==> config.mk <==
export PLATFORM = sky130hd
export DESIGN_NAME = keypad_matrix_responder
export DESIGN_NICKNAME = d
export VERILOG_FILES = /design/src/rtl/kp_pkg.sv /design/src/rtl/kp_column_drive.sv /design/src/rtl/keypad_matrix_responder.sv
export SDC_FILE = /design/constraint.sdc
export NUM_CORES = 1
export LEC_CHECK = 0
export CORE_ASPECT_RATIO = 2
export CORE_MARGIN = 1.5
export CORE_UTILIZATION = 40
export DETAILED_ROUTE_END_ITERATION = 6
export PLACE_DENSITY_LB_ADDON = 0.3
export SYNTH_ARGS = -nofsm -noshare
export SYNTH_HDL_FRONTEND = slang
export SYNTH_SLANG_ARGS = --single-unit
==> constraint.sdc <==
create_clock -name clk -period 3 [get_ports clk]
set_input_delay 0.75 -clock clk [delete_from_list [all_inputs] [get_ports clk]]
set_output_delay 0.75 -clock clk [all_outputs]
set_load 0.005 [all_outputs]
==> src/rtl/kp_pkg.sv <==
// Shared definitions for the keypad scan interface: responder states,
// matrix geometry and the key codes used by the mode logic.
package kp_pkg;

  localparam int KEY_W = 4;
  localparam int ROWS  = 4;
  localparam int COLS  = 4;

  localparam logic [KEY_W-1:0] KEY_RESET = 4'd10;
  localparam logic [KEY_W-1:0] KEY_LAP   = 4'd11;
  localparam logic [KEY_W-1:0] KEY_START = 4'd12;
  localparam logic [KEY_W-1:0] KEY_STOP  = 4'd13;
  localparam logic [KEY_W-1:0] KEY_OP_A  = 4'd14;
  localparam logic [KEY_W-1:0] KEY_OP_B  = 4'd15;

  typedef enum logic [2:0] {
    IDLE,
    B_PRESS,
    HELD,
    B_REL,
    GAP
  } state_t;

endpackage

==> src/rtl/kp_column_drive.sv <==
// Maps one modelled switch (key code + contact state) onto the active-low
// column sense lines, given the scanner's live active-low row drive.
module kp_column_drive
  import kp_pkg::*;
(
  input  logic             contact,
  input  logic [KEY_W-1:0] key,
  input  logic [ROWS-1:0]  line,
  output logic [COLS-1:0]  collummn
);

  // NOTE: every output of an always_comb gets a default first, otherwise a
  // path that skips the assignment infers a latch.
  always_comb begin
    collummn = '1;
    if (contact && !line[key[3:2]]) begin
      collummn[key[1:0]] = 1'b0;
    end
  end

endmodule

==> src/rtl/keypad_matrix_responder.sv <==
// Switch-side keypad model: plays one scripted press (bounce, hold, bounce,
// open gap) per request and answers the scanner's row drive on COLLUMMN.
module keypad_matrix_responder
  import kp_pkg::*;
#(
  parameter int BOUNCE_DIV = 4,
  parameter int GAP_CYCLES = 64,
  parameter int HOLD_W     = 16,
  parameter int BOUNCE_W   = 8
) (
  input  logic                clk,
  input  logic                rst,
  input  logic                req_valid,
  output logic                req_ready,
  input  logic [KEY_W-1:0]    req_key,
  input  logic [HOLD_W-1:0]   req_hold,
  input  logic [BOUNCE_W-1:0] req_bounce,
  input  logic                cancel,
  input  logic [ROWS-1:0]     LINE,
  output logic [COLS-1:0]     COLLUMMN,
  output logic                contact,
  output logic                busy,
  output logic                done
);

  localparam int PH_IDX = $clog2(BOUNCE_DIV);
  localparam int PH_W   = PH_IDX + 1;
  localparam int GAP_W  = $clog2(GAP_CYCLES + 1);
  localparam logic [GAP_W-1:0] GAP_LOAD = GAP_W'(GAP_CYCLES - 1);

  state_t              state, state_next;
  logic [KEY_W-1:0]    key_q;
  logic [HOLD_W-1:0]   hold_q;
  logic [BOUNCE_W-1:0] bounce_q;
  logic [HOLD_W-1:0]   hold_cnt;
  logic [BOUNCE_W-1:0] bounce_cnt;
  logic [GAP_W-1:0]    gap_cnt;
  logic [PH_W-1:0]     phase;
  logic [HOLD_W-1:0]   hold_src;
  logic                accept;

  assign accept    = req_valid && req_ready;
  assign req_ready = (state == IDLE);
  assign busy      = (state != IDLE);
  assign done      = (state == GAP) && (gap_cnt == '0);

  // HELD is entered straight from IDLE when bounce is zero, before hold_q is written.
  assign hold_src = (state == IDLE) ? req_hold : hold_q;

  always_comb begin
    state_next = state;
    case (state)
      IDLE: begin
        if (req_valid) begin
          state_next = (req_bounce == '0) ? HELD : B_PRESS;
        end
      end
      B_PRESS: begin
        if (cancel) begin
          state_next = GAP;
        end else if (bounce_cnt == '0) begin
          state_next = HELD;
        end
      end
      HELD: begin
        if (cancel) begin
          state_next = GAP;
        end else if (hold_cnt == '0) begin
          state_next = (bounce_q == '0) ? GAP : B_REL;
        end
      end
      B_REL: begin
        if (cancel || bounce_cnt == '0) begin
          state_next = GAP;
        end
      end
      GAP: begin
        if (gap_cnt == '0) begin
          state_next = IDLE;
        end
      end
      default: state_next = IDLE;
    endcase
  end

  // Bounce phase starts at 0 on entry: first press cycle closed, first release cycle open.
  always_comb begin
    contact = 1'b0;
    case (state)
      B_PRESS: contact = ~phase[PH_IDX];
      HELD:    contact = 1'b1;
      B_REL:   contact = phase[PH_IDX];
      default: contact = 1'b0;
    endcase
  end

  // NOTE: sequential state uses non-blocking assignments so every register
  // samples pre-edge values regardless of statement order.
  always_ff @(posedge clk or posedge rst) begin
    if (rst) begin
      state      <= IDLE;
      key_q      <= '0;
      hold_q     <= '0;
      bounce_q   <= '0;
      hold_cnt   <= '0;
      bounce_cnt <= '0;
      gap_cnt    <= '0;
      phase      <= '0;
    end else begin
      state <= state_next;
      if (accept) begin
        key_q    <= req_key;
        hold_q   <= req_hold;
        bounce_q <= req_bounce;
      end
      if (state_next != state) begin
        phase <= '0;
        case (state_next)
          B_PRESS: bounce_cnt <= req_bounce - 1'b1;
          B_REL:   bounce_cnt <= bounce_q - 1'b1;
          HELD:    hold_cnt   <= (hold_src == '0) ? '0 : hold_src - 1'b1;
          GAP:     gap_cnt    <= GAP_LOAD;
          default: ;
        endcase
      end else begin
        phase <= phase + 1'b1;
        if ((state == B_PRESS || state == B_REL) && bounce_cnt != '0) begin
          bounce_cnt <= bounce_cnt - 1'b1;
        end
        if (state == HELD && hold_cnt != '0) begin
          hold_cnt <= hold_cnt - 1'b1;
        end
        if (state == GAP && gap_cnt != '0) begin
          gap_cnt <= gap_cnt - 1'b1;
        end
      end
    end
  end

  kp_column_drive u_column_drive (
    .contact  (contact),
    .key      (key_q),
    .line     (LINE),
    .collummn (COLLUMMN)
  );

endmodule

# [Word-level counts from Yosys, hierarchy flattened]
# Cells that the tools add are included.
[word_totals] reg_bits=65 latch_bits=0 ram_bits=0 mem_bits_ro=0 in_bits=36 out_inout_bits=8 word_cells=87 memories=0
[op_classes] add_sub_neg=7 n_mul=0 div_mod_pow=0 order_cmp=3 n_eq_ne=12 shifts=0 muxes=28 n_bitwise=2 n_reduce_logical=27
[op_table] cell="two-way mux 16 bit" n=5
[op_table] cell="zero test 16 bit" n=2
[op_table] cell="subtractor 16 x 1 -> 16 bit, second input constant" n=2
[op_table] cell="two-way mux 3 bit" n=9
[op_table] cell="zero test 8 bit" n=3
[op_table] cell="subtractor 8 x 1 -> 8 bit, second input constant" n=3
[op_table] cell="two-way mux 7 bit" n=3
[op_table] cell="two-way mux 8 bit" n=2
[op_table] cell="one-hot mux 8 bit (2 select lines)" n=1
[op_table] cell="nonzero test 16 bit" n=1
[op_table] cell="one-hot mux 3 bit (5 select lines)" n=1
[op_table] cell="equality test 3 x 2 -> 1 bit, second input constant" n=4
[op_table] cell="nonzero test 8 bit" n=1
[op_table] cell="logical AND 1 bit" n=7
[op_table] cell="zero test 7 bit" n=1
[op_table] cell="nonzero test 7 bit" n=1
[op_table] cell="subtractor 7 x 1 -> 7 bit, second input constant" n=1
[op_table] cell="equality test 3 x 1 -> 1 bit, second input constant" n=2
[op_table] cell="equality test 3 bit, second input constant" n=2
[op_table] cell="less-than comparator 2 x 3 -> 1 bit, second input constant" n=2
[op_table] cell="AND reduction 2 bit" n=3
[op_table] cell="nonzero test 2 bit" n=3
[op_table] cell="two-way mux 4 bit" n=1
[op_table] cell="inequality test 2 x 1 -> 1 bit, second input constant" n=2
[op_table] cell="other kinds (15)" n=17

# [Depth between registers and ports, before layout]
[logic_depth] ltp_word=8 depth_mapped=16 ltp_nobuf=14

# [Cells and area by module]
# A second synthesis with hierarchy kept.
[unflattened] hier_cells=463 hier_area_um2=4320.4
[modules_own_cells] mod="keypad_matrix_responder" instances=1 cells_per_inst=449 area_each_um2=4181.5 seq_area_each_um2=1626.6
[modules_own_cells] mod="kp_column_drive" instances=1 cells_per_inst=14 area_each_um2=138.9 seq_area_each_um2=0.0

# [Worst setup path before layout]
# No wires, ideal clock.
[synth_path] kind="input port to flip-flop" start="input port req_valid" end="register bounce_cnt[6]" setup_ns=0.131 arrival_ns=2.962 t_required_ns=2.869 path_slack_ns=-0.093 cell_stages=12 cell_sequence="or4b_1 nand4b_1 a21o_1 and3_1 buf_2 buf_2 a21oi_1 ha_1 inv_1 nor3b_2 xor2_1 o21ai_1"
[synth_between] elab_chain_len=5
[synth_rtl] element="from (decl)" line_no="keypad_matrix_responder.sv:13" source="input logic req_valid,"
[synth_rtl] element="two-way mux 3 bit (*)" line_no="keypad_matrix_responder.sv:54" source="if (req_valid) begin"
[synth_rtl] element="one-hot mux 3 bit (5 select lines) (*)" line_no="keypad_matrix_responder.sv:52" source="case (state)"
[synth_rtl] element="equality test 3 x 2 -> 1 bit (tied with other cells)" line_no="keypad_matrix_responder.sv:118" source="case (state_next)"
[synth_rtl] element="one-hot mux 8 bit (2 select lines) (tied with other cells)" line_no="keypad_matrix_responder.sv:118"
[synth_rtl] element="two-way mux 8 bit or AND reduction 2 bit (tied branches)"
[synth_rtl] element="to (signal assigned)" line_no="keypad_matrix_responder.sv:119" source="B_PRESS: bounce_cnt <= req_bounce - 1'b1;"
[synth_rtl] element="to (signal assigned)" line_no="keypad_matrix_responder.sv:120" source="B_REL: bounce_cnt <= bounce_q - 1'b1;"
[synth_rtl] element="to (signal assigned)" line_no="keypad_matrix_responder.sv:128" source="bounce_cnt <= bounce_cnt - 1'b1;"
[synth_rtl] element="to (decl)" line_no="keypad_matrix_responder.sv:36" source="logic [BOUNCE_W-1:0] bounce_cnt;"
# Every way passes the cells marked *; elsewhere a longest branch is shown, timed or not.
# A chain may end at the register's enable or synchronous reset.

# [Worst setup path in the final report]
[layout_path] start="input port LINE[2]" end="output port COLLUMMN[3]"
[layout_between] elab_chain_len=5
[layout_rtl] element="from (decl)" line_no="keypad_matrix_responder.sv:19" source="input logic [ROWS-1:0] LINE,"
[layout_rtl] element="binary-select mux 1 bit (select 2 bit)" line_no="kp_column_drive.sv:16" source="if (contact && !line[key[3:2]]) begin"
[layout_rtl] element="two-way mux 1 bit (implied by the code)" line_no="kp_column_drive.sv:16"
[layout_rtl] element="zero test 1 bit" line_no="kp_column_drive.sv:16"
[layout_rtl] element="logical AND 1 bit" line_no="kp_column_drive.sv:16"
[layout_rtl] element="two-way mux 4 bit" line_no="kp_column_drive.sv:16"
[layout_rtl] element="to (decl)" line_no="keypad_matrix_responder.sv:20" source="output logic [COLS-1:0] COLLUMMN,"
# No other way between the ends. The select of a mux whose other input is x is not followed.

==> impl_table.tex <==
\begin{tabular}{lr}
\hline
Metric & Value \\
\hline
\multicolumn{2}{l}{\textbf{Pwr}} \\
\quad Lkg Pwr & 2.570 nW \\
\quad Cell Pwr Density & roughly 1000 nW/µm² \\
\quad Post-layout total power & roughly 0.0057 W \\
\quad Max VDD drop & roughly 640 µV \\
\multicolumn{2}{l}{\textbf{Worst setup path}} \\
\quad FF-to-FF Start & hold\_cnt[1] \\
\quad Slowest cell on the critical path & sky130\_fd\_sc\_hd\_\_mux4\_2 \\
\quad Max Fanout on Critical Path & 2 \\
\quad Crit path DAT & 2160 ps \\
\quad Largest delay share family, worst path & buffers and inverters \\
\quad Sum of buffers and inverters on the critical path & 4 \\
\quad Start point of the critical path & LINE[2] \\
\quad Critical path capture point type & primary output \\
\quad Worst reg2reg path endpoint & bounce\_cnt[7] \\
\quad Worst r2r path cells & 12 \\
\quad Type of element launching the critical path & primary input \\
\quad Worst-case register-to-register setup slack & 140 ps \\
\quad Critical Path Max Stage Delay & approximately 500 ps \\
\quad Setup Crit Path Kind & primary input to primary output \\
\quad Data required time of the critical path & 2250 ps \\
\quad Crit-path cells & dlygate4sd2\_1 > mux4\_2 > buf\_6 > nor3\_4 > buf\_4 > nand3\_2 > buf\_2 \\
\multicolumn{2}{l}{\textbf{STA}} \\
\quad Max Transition Viols Final & 0 \\
\quad Max Clock Skew & 4.377 ps \\
\quad Final critical delay including setup and external delays & 2913 ps \\
\quad Final worst path period share & around 97\% \\
\quad Headroom to the max-slew limit & 58.52\% \\
\quad Actual slew at the worst max-slew pin & 621.3 ps \\
\quad Maximum clock frequency & 343.3 MHz \\
\quad Final-report hold violation count & 0 \\
\quad Setup TNS & 0 ps \\
\quad Final setup margin & 87.26 ps \\
\quad Final setup viols & 0 \\
\quad Worst-case hold slack & 435.0 ps \\
\multicolumn{2}{l}{\textbf{Floorplan}} \\
\quad Floorplan die width & between 70 and 80 µm \\
\quad Placeable core region & about 10,000 µm² \\
\quad Number of core rows & between 50 and 60 \\
\quad Overall die height & roughly 150 µm \\
\quad Die footprint & 11,120 µm² \\
\quad Starting Density & 41.21\% \\
\quad Top Ports & 44 \\
\multicolumn{2}{l}{\textbf{Placed design}} \\
\quad HPWL after DPL & 8896 µm \\
\quad Setup slack after placement & -500.5 ps \\
\quad Input/output buffers & 43 \\
\quad Placed cell count & just under 700 \\
\quad Weighted congestion reported at the end of routability-driven placement & between 0.9 and 1 \\
\multicolumn{2}{l}{\textbf{Layout}} \\
\quad Commonest non-fill, non-tap cells in the layout & 72 x sky130\_fd\_sc\_hd\_\_buf\_4, 64 x sky130\_fd\_sc\_hd\_\_dfrtp\_1, 49 x sky130\_fd\_sc\_hd\_\_nor2\_1 \\
\quad Total Nets Final & 599 \\
\quad Count of inserted antenna diode cells & 0 \\
\quad Share of final-layout standard cells stronger than drive strength 1 & 32.62\% \\
\quad Syn-to-layout area delta & 38.62\% \\
\quad Non-Filler Instances & 696 \\
\quad Commonest non-fill, non-tap cell in the layout & sky130\_fd\_sc\_hd\_\_buf\_4 \\
\quad Layout fillers & 907 \\
\multicolumn{2}{l}{\textbf{Yosys}} \\
\quad Fraction of registers with async set or reset after synthesis & 100.0\% \\
\quad Most used DFF post-synth & sky130\_fd\_sc\_hd\_\_dfrtp\_1 \\
\quad Fraction of the yosys area taken by sequential cells & 38.89\% \\
\quad Post-Synth Simple-Gate Area & roughly a fifth \\
\quad Adder and majority cell fraction of the synthesized area & approximately 1.8\% \\
\quad Yosys reg bits & 65 \\
\quad Number of flops mapped to enable cells by yosys & 0 \\
\quad Net Count, Synth & 487 \\
\quad Number of different library cells in the post-synthesis netlist & 72 \\
\quad Compound-cell area share of the yosys netlist & 14.27\% \\
\quad Synth Instances & 445 \\
\quad Dominant combinational cell family by area after synthesis & simple AND/OR/NAND/NOR gates \\
\quad Synthesis warning total & 0 \\
\quad Average instance area after synthesis & 9.399 µm² \\
\quad Multiplexer area fraction after synthesis & 16.33\% \\
\quad Area share of xor/xnor cells in the synthesized design & roughly 4.2\% \\
\quad Mapped Area & 4183 µm² \\
\multicolumn{2}{l}{\textbf{GRT}} \\
\quad Maximum number of pins on one net before global-route repair & 39 \\
\quad Via count of the first global-routing pass & 4,146 \\
\quad Initial antenna violation count & 0 \\
\quad GRT overflow & 0 \\
\quad Total Routing Usage GR & 22.14\% \\
\quad Global-route wire length before repair & 18,740 µm \\
\multicolumn{2}{l}{\textbf{Min path}} \\
\quad Worst hold stages & 1 \\
\quad Endpoint, Worst Hold & phase[0] \\
\quad Worst min-delay path startpoint & phase[0] \\
\quad Class of the tightest hold or removal check & flop to flop \\
\multicolumn{2}{l}{\textbf{Clock tree}} \\
\quad Hold Buf Count CTS & 0 \\
\quad CTS tree & yes \\
\quad Max Buffers Root-to-Sink & 2 \\
\quad Clk slew on worst S/H paths & 50 ps \\
\quad Clk root buf & sky130\_fd\_sc\_hd\_\_clkbuf\_16 \\
\quad CTS H-tree lvls & 3 \\
\quad Clock latency reported for the late side of the worst-skew pair & 330 ps \\
\quad Number of sinks on the clock net & 65 \\
\quad Number of CTS-inserted buffers & 9 \\
\multicolumn{2}{l}{\textbf{Status}} \\
\quad Outcome & finished, final reports clean \\
\multicolumn{2}{l}{\textbf{Run}} \\
\quad Max Cap Viol & 0 \\
\multicolumn{2}{l}{\textbf{Detailed routing}} \\
\quad First drt pass iteration count & 5 \\
\quad Residual DRC count & 0 \\
\quad Via Count & 3,830 \\
\quad Number of antenna-violating nets in the routed design & 0 \\
\quad Starting DRC count in detailed routing & roughly 140 \\
\quad Routed Wire Length & between 10,000 and 15,000 µm \\
\quad Detailed-route vias per instance & 5.503 \\
\quad Wire per inst & 16.59 µm \\
\hline
\end{tabular}
## flip-flops by register name, summed over array words and instances (netlist names)
| register | count |
|---|---|
| hold_cnt | 16 |
| hold_q | 16 |
| bounce_cnt | 8 |
| bounce_q | 8 |
| gap_cnt | 7 |
| key_q | 4 |
| phase | 3 |
| state | 3 |
## area by class of cell
| cell class | count | area (µm²) | share of cell area [%] |
|---|---|---|---|
| Inverter | 12 | 47.55 | 0.8200 |
| Timing Repair Buffer | 120 | 1040 | 17.93 |
| Tap cell | 135 | 168.9 | 2.913 |
| Clock inverter | 3 | 40.04 | 0.6905 |
| Sequential cell | 65 | 1628 | 28.08 |
| Multi-Input combinational cell | 349 | 2618 | 45.14 |
| Clock buffer | 12 | 256.5 | 4.424 |
## power by group
group | internal (W) | switching [W] | leakage [nW]
registers | 0.00127 | 0.000405 | 0.784
logic | 0.00152 | 0.00152 | 1.64
clock network | 0.000680 | 0.000362 | 0.148
## worst max path at each step
| stage | slack, ps | depth (start not counted) | endpoint |
|---|---|---|---|
| floorplan | 10 | 12 | bounce_cnt[6] |
| global placement | -390 | 11 | bounce_cnt[7] |
| detailed placement | -500 | 11 | bounce_cnt[7] |
| CTS | 10 | 15 | bounce_cnt[6] |
| global route | -5 | 13 | bounce_cnt[6] |
| finish | 90 | 7 | COLLUMMN[3] |
## routing by layer
metal  GRT usage, %  vias up  part of all wire (%)
met5              0        -                     0
met4          14.64        0                   5.2
met3          3.545       35                   2.1
met2          41.36       69                    59
met1          20.48     1867                    34
li1               -     1859                     -
## cell usage after synthesis (4+ instances only)
master | number | area share [%]
sky130_fd_sc_hd__nand4_1 | 5 | 0.75
sky130_fd_sc_hd__a31oi_1 | 4 | 0.60
sky130_fd_sc_hd__buf_2 | 6 | 0.72
sky130_fd_sc_hd__nand3_1 | 10 | 1.2
sky130_fd_sc_hd__clkbuf_1 | 9 | 0.81
sky130_fd_sc_hd__a32oi_1 | 4 | 0.84
sky130_fd_sc_hd__ha_1 | 6 | 1.8
sky130_fd_sc_hd__nand2_1 | 29 | 2.6
sky130_fd_sc_hd__nor3_1 | 28 | 3.4
sky130_fd_sc_hd__o21ai_0 | 28 | 3.4
sky130_fd_sc_hd__xnor2_1 | 6 | 1.3
sky130_fd_sc_hd__mux2_2 | 33 | 8.9
sky130_fd_sc_hd__mux2i_1 | 26 | 6.2
sky130_fd_sc_hd__a21oi_1 | 18 | 2.2
sky130_fd_sc_hd__o211ai_1 | 4 | 0.72
sky130_fd_sc_hd__and3_1 | 4 | 0.60
sky130_fd_sc_hd__inv_1 | 11 | 0.99
sky130_fd_sc_hd__nor2_1 | 54 | 4.8
sky130_fd_sc_hd__xor2_1 | 14 | 2.9
sky130_fd_sc_hd__dfrtp_1 | 65 | 39
sky130_fd_sc_hd__or3_1 | 7 | 1.0
## cells by family (layout without fill, tap and decap cells)
| kind of cell | Yosys count | in the layout |
|---|---|---|
| XOR/XNOR | 20 | 20 |
| AND/OR/NAND/NOR | 170 | 170 |
| adder cells (fa/ha/maj) | 6 | 6 |
| buffers and inverters | 31 | 147 |
| flip-flops | 65 | 65 |
| multiplexers | 62 | 62 |
| AO/OA/AOI/OAI | 91 | 91 |
## repair_timing
action | CTS | global route
endpoints found under the setup margin | 12 | 15
endpoints found under the hold margin | 0 | 0
setup buffers | 4 | 1
pin swaps | 11 | 14
resized for setup | 37 | 38
## through the flow
stage	util, %	instance area (µm²)
5_1_grt	57.13	5798
6_report	57.13	5798
4_1_cts	55.82	5665
2_1_floorplan	-	4213
3_5_place_dp	51.90	5268
3_3_place_gp	51.90	5268
No activity file was read; power rests on OpenSTA's default activity.
